<file path="src/rtl/uart_flow_pkg.sv">
// Shared definitions for the in-band UART flow-control link (encoder and decoder ends).
package uart_flow_pkg;

  localparam int unsigned BYTE_W  = 8;
  localparam int unsigned COUNT_W = 16;

  localparam logic [BYTE_W-1:0] STOP_CODE  = 8'hFF;
  localparam logic [BYTE_W-1:0] START_CODE = 8'hFE;
  localparam logic [BYTE_W-1:0] ESC_CODE   = 8'hFD;

  typedef enum logic {
    FLOW_RUN    = 1'b0,
    FLOW_PAUSED = 1'b1
  } flow_state_e;

endpackage

</file>
<file path="src/rtl/flow_watchdog.sv">
// Pause watchdog: counts cycles while enabled and flags the last one before forced resume.
module flow_watchdog #(
  parameter logic [31:0] TIMEOUT_CYCLES = 32'd50_000_000
) (
  input  logic clk,
  input  logic rst,
  input  logic clear,
  input  logic enable,
  output logic expire_c
);

  localparam int unsigned TIMER_W = 32;
  localparam logic [TIMER_W-1:0] LAST_COUNT = TIMEOUT_CYCLES - 32'd1;

  logic [TIMER_W-1:0] timer_q;
  logic [TIMER_W-1:0] timer_d;
  logic               active_c;

  // A zero timeout disables the watchdog entirely; the timer then stays at 0.
  assign active_c = enable && (TIMEOUT_CYCLES != 32'd0);
  assign expire_c = active_c && (timer_q == LAST_COUNT);

  // Next timer value: restart on clear, idle or expiry, otherwise count up.
  always_comb begin
    timer_d = timer_q;
    if (clear || !active_c || expire_c) begin
      timer_d = '0;
    end else begin
      timer_d = timer_q + TIMER_W'(1);
    end
  end

  // Timer register.
  always_ff @(posedge clk) begin
    if (rst) begin
      timer_q <= '0;
    end else begin
      timer_q <= timer_d;
    end
  end

endmodule

</file>
<file path="src/rtl/uart_flow_rx_decoder.sv">
// Receive-side flow-control decoder: strips stop/start commands, un-escapes data and
// gates the local UART transmitter, with a watchdog that resumes after a lost start byte.
module uart_flow_rx_decoder
  import uart_flow_pkg::*;
#(
  parameter logic [31:0] TIMEOUT_CYCLES = 32'd50_000_000,
  parameter logic [7:0]  STOP_CODE_P    = STOP_CODE,
  parameter logic [7:0]  START_CODE_P   = START_CODE,
  parameter logic [7:0]  ESC_CODE_P     = ESC_CODE
) (
  input  logic        clk,
  input  logic        rst,
  input  logic [7:0]  rx_data,
  input  logic        rx_valid,
  output logic [7:0]  data_out,
  output logic        data_valid,
  output logic        tx_en,
  output logic        stop_pulse,
  output logic        start_pulse,
  output logic        timeout_pulse,
  output logic [15:0] stop_count
);

  localparam logic [COUNT_W-1:0] COUNT_MAX = '1;

  flow_state_e        state_q, state_d;
  logic               esc_q, esc_d;
  logic [BYTE_W-1:0]  data_out_q, data_out_d;
  logic               data_valid_q, data_valid_d;
  logic               stop_pulse_q, stop_pulse_d;
  logic               start_pulse_q, start_pulse_d;
  logic               timeout_pulse_q, timeout_pulse_d;
  logic               tx_en_q, tx_en_d;
  logic [COUNT_W-1:0] stop_count_q, stop_count_d;

  logic wd_clear_c;
  logic wd_expire_c;
  logic cmd_seen_c;

  flow_watchdog #(
    .TIMEOUT_CYCLES (TIMEOUT_CYCLES)
  ) u_watchdog (
    .clk      (clk),
    .rst      (rst),
    .clear    (wd_clear_c),
    .enable   (state_q == FLOW_PAUSED),
    .expire_c (wd_expire_c)
  );

  // A stop or start command on this cycle takes priority over a watchdog expiry.
  assign cmd_seen_c = rx_valid && !esc_q &&
                      ((rx_data == STOP_CODE_P) || (rx_data == START_CODE_P));

  // Byte classification, escape handling, flow state and watchdog resume.
  always_comb begin
    state_d         = state_q;
    esc_d           = esc_q;
    data_out_d      = data_out_q;
    data_valid_d    = 1'b0;
    stop_pulse_d    = 1'b0;
    start_pulse_d   = 1'b0;
    timeout_pulse_d = 1'b0;
    stop_count_d    = stop_count_q;
    wd_clear_c      = 1'b0;

    if (rx_valid) begin
      if (esc_q) begin
        data_out_d   = rx_data;
        data_valid_d = 1'b1;
        esc_d        = 1'b0;
      end else if (rx_data == ESC_CODE_P) begin
        esc_d = 1'b1;
      end else if (rx_data == STOP_CODE_P) begin
        state_d      = FLOW_PAUSED;
        wd_clear_c   = 1'b1;
        stop_pulse_d = 1'b1;
        if (stop_count_q != COUNT_MAX) begin
          stop_count_d = stop_count_q + COUNT_W'(1);
        end
      end else if (rx_data == START_CODE_P) begin
        state_d       = FLOW_RUN;
        wd_clear_c    = 1'b1;
        start_pulse_d = 1'b1;
      end else begin
        data_out_d   = rx_data;
        data_valid_d = 1'b1;
      end
    end

    if (wd_expire_c && !cmd_seen_c) begin
      state_d         = FLOW_RUN;
      timeout_pulse_d = 1'b1;
    end

    tx_en_d = (state_d == FLOW_RUN);
  end

  // Output and state registers.
  always_ff @(posedge clk) begin
    if (rst) begin
      state_q         <= FLOW_RUN;
      esc_q           <= 1'b0;
      data_out_q      <= '0;
      data_valid_q    <= 1'b0;
      stop_pulse_q    <= 1'b0;
      start_pulse_q   <= 1'b0;
      timeout_pulse_q <= 1'b0;
      tx_en_q         <= 1'b1;
      stop_count_q    <= '0;
    end else begin
      state_q         <= state_d;
      esc_q           <= esc_d;
      data_out_q      <= data_out_d;
      data_valid_q    <= data_valid_d;
      stop_pulse_q    <= stop_pulse_d;
      start_pulse_q   <= start_pulse_d;
      timeout_pulse_q <= timeout_pulse_d;
      tx_en_q         <= tx_en_d;
      stop_count_q    <= stop_count_d;
    end
  end

  assign data_out      = data_out_q;
  assign data_valid    = data_valid_q;
  assign tx_en         = tx_en_q;
  assign stop_pulse    = stop_pulse_q;
  assign start_pulse   = start_pulse_q;
  assign timeout_pulse = timeout_pulse_q;
  assign stop_count    = stop_count_q;

endmodule

</file>
<file path="config.mk">
export PLATFORM = sky130hd
export DESIGN_NAME = uart_flow_rx_decoder
export DESIGN_NICKNAME = d
export VERILOG_FILES = /design/src/rtl/uart_flow_pkg.sv /design/src/rtl/flow_watchdog.sv /design/src/rtl/uart_flow_rx_decoder.sv
export SDC_FILE = /design/constraint.sdc
export NUM_CORES = 1
export LEC_CHECK = 0
export ABC_AREA = 1
export CELL_PAD_IN_SITES_DETAIL_PLACEMENT = 1
export CELL_PAD_IN_SITES_GLOBAL_PLACEMENT = 1
export CORE_MARGIN = 2
export CORE_UTILIZATION = 36
export CTS_CLUSTER_SIZE = 14
export DETAILED_ROUTE_END_ITERATION = 10
export PLACE_DENSITY_LB_ADDON = 0.12
export SYNTH_ARGS = -nofsm -noshare
export SYNTH_HDL_FRONTEND = slang
export SYNTH_SLANG_ARGS = --single-unit
</file>
<file path="constraint.sdc">
create_clock -name clk -period 2.1 [get_ports clk]
set_clock_uncertainty 0.15 [all_clocks]
set_input_delay 0.315 -clock clk [delete_from_list [all_inputs] [get_ports clk]]
set_output_delay 0.315 -clock clk [all_outputs]
set_load 0.005 [all_outputs]
</file>
# Yosys cells after proc, flatten, opt, wreduce, memory -nomap -nowiden
# Cells that the tools add are included.
[classes]
n_lt_le_gt_ge = 0
n_bitwise = 4
n_eq_ne = 8
n_mul = 0
n_reduce_logical = 16
addsub = 2
div = 0
n_mux = 23
shift = 0
[op_table]
columns = ["operator", "n"]
rows = [
  ["adder 32 x 1 -> 32 bit (second input constant)", 1],
  ["equality test 32 x 26 -> 1 bit (second input constant)", 1],
  ["2-to-1 mux 8 bit", 4],
  ["equality test 8 bit (second input constant)", 3],
  ["2-to-1 mux 1 bit", 19],
  ["adder 16 x 1 -> 16 bit (second input constant)", 1],
  ["!= test 16 bit (second input constant)", 1],
  ["!= test 2 bit (second input constant)", 3],
  ["AND reduction 5 bit", 1],
  ["OR reduction 5 bit", 1],
  ["logical AND 1 bit", 4],
  ["inverter 1 bit", 4],
  ["AND reduction 4 bit", 1],
  ["OR reduction 2 bit", 2],
  ["OR reduction 4 bit", 1],
  ["zero test 1 bit", 3],
  ["logical OR 1 bit", 3],
]
[word_totals]
rom_bits = 0
latchBits = 0
register_bits = 63
mem_count = 0
mem_bits_rw = 0
out_inout_bits = 29
wordCells = 63

# Logic depth before layout (Yosys ltp)
# Gate-level depths: netlist of the first run.
[depth]
ltp_word = 9
ltp_mapped = 10
ltp_nobuf = 10

# Cells and area by module
# Synthesis of the first run repeated with hierarchy kept, for this count alone.
[hier_totals]
cells_unflattened = 535
hier_area_um2 = 3485.8
[modules_own_cells]
columns = ["module", "n_inst", "cells_each", "area_per_inst_um2"]
rows = [
  ["flow_watchdog", 1, 300, 1899.3],
  ["uart_flow_rx_decoder", 1, 235, 1586.5],
]

# Worst setup path after synthesis of the first run
# OpenSTA, ideal clock, no wires.
[synth_path]
kind = "register -> register"
start = "reg stop_count_q[0], in the netlist stop_count[0]"
end = "reg stop_count_q[10], in the netlist stop_count[10]"
slack_ns = 0.509
synth_period_minus_slack_ns = 1.591
n_path_buf = 1
t_arrival_ns = 1.313
path_stages_with_launch = 10
setup_ns = 0.128
path_cell_list = "dfxtp_1 -> ha_1 -> nand2_1 -> nor2_4 -> nand4_4 -> buf_6 -> nand3_1 -> nand2_1 -> nand2_1 -> nor2_1"
[synth_between]
elab_chain_len = 2
elab_cells_between_ends = 3
cone_classes = "add/sub (1); eq/ne (1); reduce/logical (1)"
[synth_rtl]
columns = ["element", "line", "text"]
rows = [
  ["start, declared", "uart_flow_rx_decoder.sv:34", "logic [COUNT_W-1:0] stop_count_q, stop_count_d;"],
  ["start signal, assigned", "uart_flow_rx_decoder.sv:119", "stop_count_q <= stop_count_d;"],
  ["parallel branches: the longest is 2 deep, another holds adder 16 x 1 -> 16 bit", "--", ""],
]
# Parallel ways; which one is timed is not known.
# A chain may end at the register's enable or synchronous reset.

# Worst setup path in the final report of the first run
[layout_path]
start = "reg stop_count_q[4], in the netlist stop_count[4]"
end = "out stop_count[4]"
[layout_lines]
columns = ["element", "line", "text"]
rows = [
  ["end, declared", "uart_flow_rx_decoder.sv:21", "output logic [15:0] stop_count"],
]
# No word-level cell between the ends.

==> metrics, run 1 <==
Worst EP arrival=around 1.4 ns; layout cells sized above 1=8.63%; crit share post-route=86.6%; placed cell area=roughly 4000 um2; hold_sp=u_watchdog.timer_q[0]; Final Cell Area=4230 um2; Hold Path Class=reg -> reg; WHS=roughly 0.32 ns; FF-to-FF Start=stop_count[1]; Hold Path Stages=1; Async S/R FF share, synth=0%; DPL Wire Length=between 7000 and 8000 um; H-tree depth=3; Critical Path Source Type=register; status=completed; Worst VDD drop=around 340 uV; detailed-route wire length=between 9000 and 10000 um; CP Class=reg -> out; distinct cell type count of the synthesized netlist=28; largest net degree at the start of global routing=26; endpoints failing setup=0; Starting Density=a little under two fifths; power per cell area=595 nW/um2; Final Hold Fails=0; Syn Std Cell Area=roughly 3400 um2; Final Max Slew Viols=0; number of global-route vias before repair=~3600; Routed Antenna Nets=0; largest fanout on the critical path=6; Synth area leader=dfxtp_1; multi-input logic area=around 1800 um2; Util after Layout=between 40% and 50%; initial antenna violation count=0; clk root buf=clkbuf_8; Die Height=~100 um; worst endpoint required time=1.63 ns; Clock Sink Count=between 60 and 70; synthesized area per cell=6.44 um2; Port Buffers=39; Synth Flop Type=dfxtp_1; drt first-iter violations=between 50 and 60; CTS buffer count=9; Hold Path Sink=u_watchdog.timer_q[0]; GP Congestion=0.804; top cells by count, synth=156 x nand2_1, 121 x nor2_1, 63 x dfxtp_1; FILL cells=1248; IO Count=40; CTS tree=done; Rows=35; CTS Hold Bufs=0; sequential area share after synthesis=between 30% and 40%; area share of the leading cell type in the synthesized netlist=about 37%; number of cells on the worst reg-to-reg path=8; Tot GR Track Use=between 10% and 20%; via count=about 3400; post-layout min period=1.82 ns; routed vias/inst=around 4.7; nets=599; worst relative slew slack=between 70 and 80%; number of synthesized flops with an enable pin=0; Layout area overhead=23.8%; max frequency=550 MHz; Leak=around 1.6 nW; largest cells by area after synthesis=dfxtp_1 37%, nand2_1 17%, nor2_1 13%; CP Capture Type=output port; DR WL/cell=about 13 um; Reg area=1260 um2; drt drc=0; Max-cap violations=0; Worst Tran Pin Value=0.341 ns; RSZ-0062 raised after global routing=no; post-cts repair resize count=0; core area=approximately 9200 um2; Overflow after GRT=0; clk buf depth=2; clk slew on worst S/H paths=about 0.08 ns; first-pass GRT wire length=15800 um; Die ar.=around 10000 um2; diodes inserted=0; yosys synthesis warning count=0; Gate Count Post-Synth=531; R2R Path End=stop_count[1]; R2R setup slack=a little under 0.3 ns; Clock Latency Late Sink=between 0.3 and 0.4 ns; post-CTS setup buffer count=0; DRT Pass-1 Iters=4; post-synth net total=roughly 540; #FFs+latches synth=63; Die Wd=just over 100 um; most common cell in the netlist=nand2_1
## critical path, stage by stage, from the launching register on
cell	delay (ns)
dfxtp_1	0.34
buf_4	0.16
clkdlybuf4s50_1	0.51
## metrics by stage
step | cells | TNS, ns | setup WS (ns) | total power [mW]
2_1_floorplan | 531 | 0 | 0.509 | 1.29
3_3_place_gp | 704 | 0 | 0.0289 | 1.35
3_5_place_dp | 704 | -1.01 | -0.0881 | 1.35
4_1_cts | 720 | 0 | 0.263 | 2.56
5_1_grt | 720 | 0 | 0.0782 | 2.63
6_report | 720 | 0 | 0.281 | 2.52
## how the worst max path moves through the flow
stage | depth (start not counted) | startpoint | to | slack, ns
after floorplan | 9 | stop_count[0] | stop_count[10] | 0.51
after global placement | 9 | rx_valid | stop_count[3] | 0.03
final | 2 | stop_count[4] | stop_count[4] | 0.28
after detailed placement | 10 | rx_data[3] | stop_count[8] | -0.09
after global routing | 8 | stop_count[0] | stop_count[1] | 0.08
after CTS | 8 | stop_count[1] | stop_count[1] | 0.26
## registers in the layout, summed over array words and instances, names as in the netlist
signal and count:
data_valid 1, start_pulse 1, data_out 8, tx_en 1, state_q 1, u_watchdog.timer_q 32, stop_count 16, stop_pulse 1
timeout_pulse 1, esc_q 1
## cell families (layout without fill, tap and decap cells)
logic type	after synthesis	after routing	share of synthesized area, %
buf+inv	75	135	9.26
compound gates	11	11	1.68
flops	63	63	36.9
simple gates	359	359	46.0
xor+xnor	21	21	5.38
fa+ha+maj	2	2	0.732
## layer usage
metal,GRT usage [%],part of all wire (%),vias up,routed length [um]
li1,-,-,1742,-
met1,22.0,43,1606,3990
met2,35.7,52,43,4750
met3,4.07,2.7,19,250
met4,7.17,2.3,0,208
met5,0,0,-,0
## layout make-up
type	instances	area share, %
multi-input combinational	393	43.5
inverter	68	6.03
clock inverter	7	2.31
clock buffer	9	2.93
timing repair buffer	51	11.6
tap	129	3.81
sequential	63	29.8
## report_power, final
part | internal (mW) | switching [mW] | total [mW]
Clock | 0.670 | 0.523 | 1.19
Sequential | 1.21 | 0.00609 | 1.21
Combinational | 0.0556 | 0.0569 | 0.113
Total | 1.93 | 0.586 | 2.52
## cells in the final DEF (no fill, tap or decap)
| cell | instances |
|---|---|
| a211oi_1 | 1 |
| a21oi_1 | 6 |
| and2_1 | 1 |
| buf_12 | 1 |
| buf_4 | 11 |
| bufinv_16 | 2 |
| clkbuf_8 | 9 |
| clkdlybuf4s50_1 | 39 |
| clkinv_1 | 1 |
| clkinv_2 | 1 |
| clkinv_4 | 2 |
| clkinvlp_4 | 2 |
| dfxtp_1 | 63 |
| ha_1 | 2 |
| inv_1 | 61 |
| inv_2 | 6 |
| nand2_1 | 156 |
| nand2_2 | 1 |
| nand3_1 | 44 |
| nand3_2 | 3 |
| nand3_4 | 1 |
| nand3b_1 | 5 |
| nand4_1 | 9 |
| nand4_4 | 1 |
| nor2_1 | 121 |
| nor2_2 | 5 |
| nor2_4 | 5 |
| nor2_8 | 1 |
| nor3_1 | 6 |
| o21ai_0 | 4 |
| xnor2_1 | 8 |
| xor2_1 | 13 |
No activity file was read; power rests on OpenSTA's default activity.
==> run 2, diff against run 1 <==
--- a/config.mk
+++ b/config.mk
@@ -10,9 +10,11 @@
 export CELL_PAD_IN_SITES_GLOBAL_PLACEMENT = 1
 export CORE_MARGIN = 2
 export CORE_UTILIZATION = 36
+export CTS_BUF_LIST = sky130_fd_sc_hd__clkbuf_8
 export CTS_CLUSTER_SIZE = 14
 export DETAILED_ROUTE_END_ITERATION = 10
 export PLACE_DENSITY_LB_ADDON = 0.12
 export SYNTH_ARGS = -nofsm -noshare
 export SYNTH_HDL_FRONTEND = slang
 export SYNTH_SLANG_ARGS = --single-unit
+export TNS_END_PERCENT = 100
==> results of run 2 <==
Same layout as run 1: the final DEF is identical, and so are final timing and power.
==> run 3, diff against run 2 <==
--- a/config.mk
+++ b/config.mk
@@ -13,7 +13,7 @@
 export CTS_BUF_LIST = sky130_fd_sc_hd__clkbuf_8
 export CTS_CLUSTER_SIZE = 14
 export DETAILED_ROUTE_END_ITERATION = 10
-export PLACE_DENSITY_LB_ADDON = 0.12
+export PLACE_DENSITY = 0.86
 export SYNTH_ARGS = -nofsm -noshare
 export SYNTH_HDL_FRONTEND = slang
 export SYNTH_SLANG_ARGS = --single-unit
==> metrics, run 3 (synthesis gave the netlist of run 1 again) <==
crit share post-route=89.0%; commonest non-fill, non-tap cell in the layout=nand2_1; Tot GR Track Use=about a fifth; DRT Pass-1 Iters=4; Critical Path Source Type=register; detailed-route wire length=approximately 9700 um; CP Capture Type=register; routed vias/inst=about 4.7; crit path buf inv count=1; CTS Hold Bufs=0; status=completed; slowest CP cell=dfxtp_1; Crit path max-delay family=simple AND/OR/NAND/NOR gates; H-tree depth=3; Starting Density=a little under two fifths; Gate power share=approximately 4.7%; switching share of power=about a quarter; Int Power=1.84 mW; layout cells sized above 1=under 10%; IO Count=40; Layout area overhead=23.3%; CP Class=reg -> reg; core area=a little over 9000 um2; clk root buf=clkbuf_8; Non-Filler Instances=~720; first-pass GRT wire length=roughly 16000 um; Worst VDD drop=351 uV; Clock Sink Count=63; worst endpoint required time=roughly 2.2 ns; Worst EP arrival=about 2.0 ns; DPL Wire Length=~7600 um; Rows=35; drt drc=0; largest fanout on the critical path=18; Die Wd=roughly 100 um; Die ar.=10300 um2; max FFs per register=32; GP Congestion=slightly above 0.8; Worst Tran Pin Value=0.350 ns; RSZ-0062 raised after global routing=no; Clock Latency Late Sink=0.35 ns; clk buf depth=2; Hold Path Class=reg -> reg; CP max stage delay=slightly above 0.4 ns; number of global-route vias before repair=around 3500; diodes inserted=0; Routed Antenna Nets=0; CTS buffer count=9; max frequency=about 540 MHz; CTS tree=done; clk slew on worst S/H paths=0.08 ns; worst relative slew slack=roughly 77%; nets=between 500 and 600; Reg power frac=slightly above 50%; Largest Register=u_watchdog.timer_q; Net Switching=roughly 0.56 mW; Port Buffers=39; WHS=between 0.3 and 0.4 ns; initial antenna violation count=0; Overflow after GRT=0; via count=between 3000 and 4000; post-layout min period=approximately 1.9 ns; drt first-iter violations=between 80 and 90; power per cell area=about 570 nW/um2; Max-cap violations=0; commonest non-fill, non-tap cells in the layout=156 x nand2_1, 121 x nor2_1, 63 x dfxtp_1, 62 x inv_1, 44 x nand3_1; placed insts=~700; DR WL/cell=13.5 um; post-cts repair resize count=0; power share of the clock group=44.7%; largest net degree at the start of global routing=19; CP Cell Sequence=ha_1 > nand2_1 > nor2_4 > nand4_4 > nand2_1 > inv_1 > nor2_1 > nor2_1; Final Hold Fails=0; Tot Pwr=approximately 2.4 mW; Leak=1.61 nW; post-CTS setup buffer count=0; Final Max Slew Viols=0; Die Height=between 100 and 150 um; endpoints failing setup=0
[run 3: cell type report]
class	count	area, um2
clock inverters	6	61.3
clock buffers	10	138
repair buffers	50	498
well taps	129	161
flip-flops and latches	63	1260
inverters	68	255
multi-input cells	393	1840
fillers	1223	5030
[run 3: worst min-delay path: stages, from the launching register on]
cell and delay [ns]:
dfxtp_1 0.33, nor2_1 0.05, nor2_1 0.07
[run 3: power groups by stage]
stage	Sequential [mW]	Combinational (mW)	Clock, mW
global route	1.21	0.127	1.16
finish	1.21	0.114	1.07
CTS	1.21	0.115	1.13
floorplan	1.24	0.0480	0
detailed placement	1.24	0.114	0
global placement	1.24	0.111	0
[run 3: per-stage QoR]
| step | setup TNS [ns] | area [um2] | utilization, % | setup WS [ns] |
|---|---|---|---|---|
| finish | 0 | 4210 | 45.6 | 0.232 |
| global route | 0 | 4210 | 45.6 | 0.0814 |
| CTS | 0 | 4210 | 45.6 | 0.218 |
| detailed placement | -0.111 | 4020 | 43.5 | -0.0424 |
| global placement | 0 | 4020 | 43.5 | 0.0532 |
| floorplan | 0 | 3420 | - | 0.509 |
[run 3: path summary, 6_finish.rpt]
path	endpoint	startpoint	depth (start not counted)	slack (ns)
max	stop_count[1]	stop_count[0]	8	0.23
min	data_out[7]	data_out[7]	2	0.32
max reg2reg	stop_count[1]	stop_count[0]	8	0.23
min reg2reg	data_out[7]	data_out[7]	2	0.32
[run 3: metal layers]
metal  share of wire (%)  routed length, um  track usage (%)
met4                0.62                 60             4.16
met3                 3.7                355             6.00
met2                  53               5090             37.9
met1                  43               4180             22.4
met5                   0                  0                0
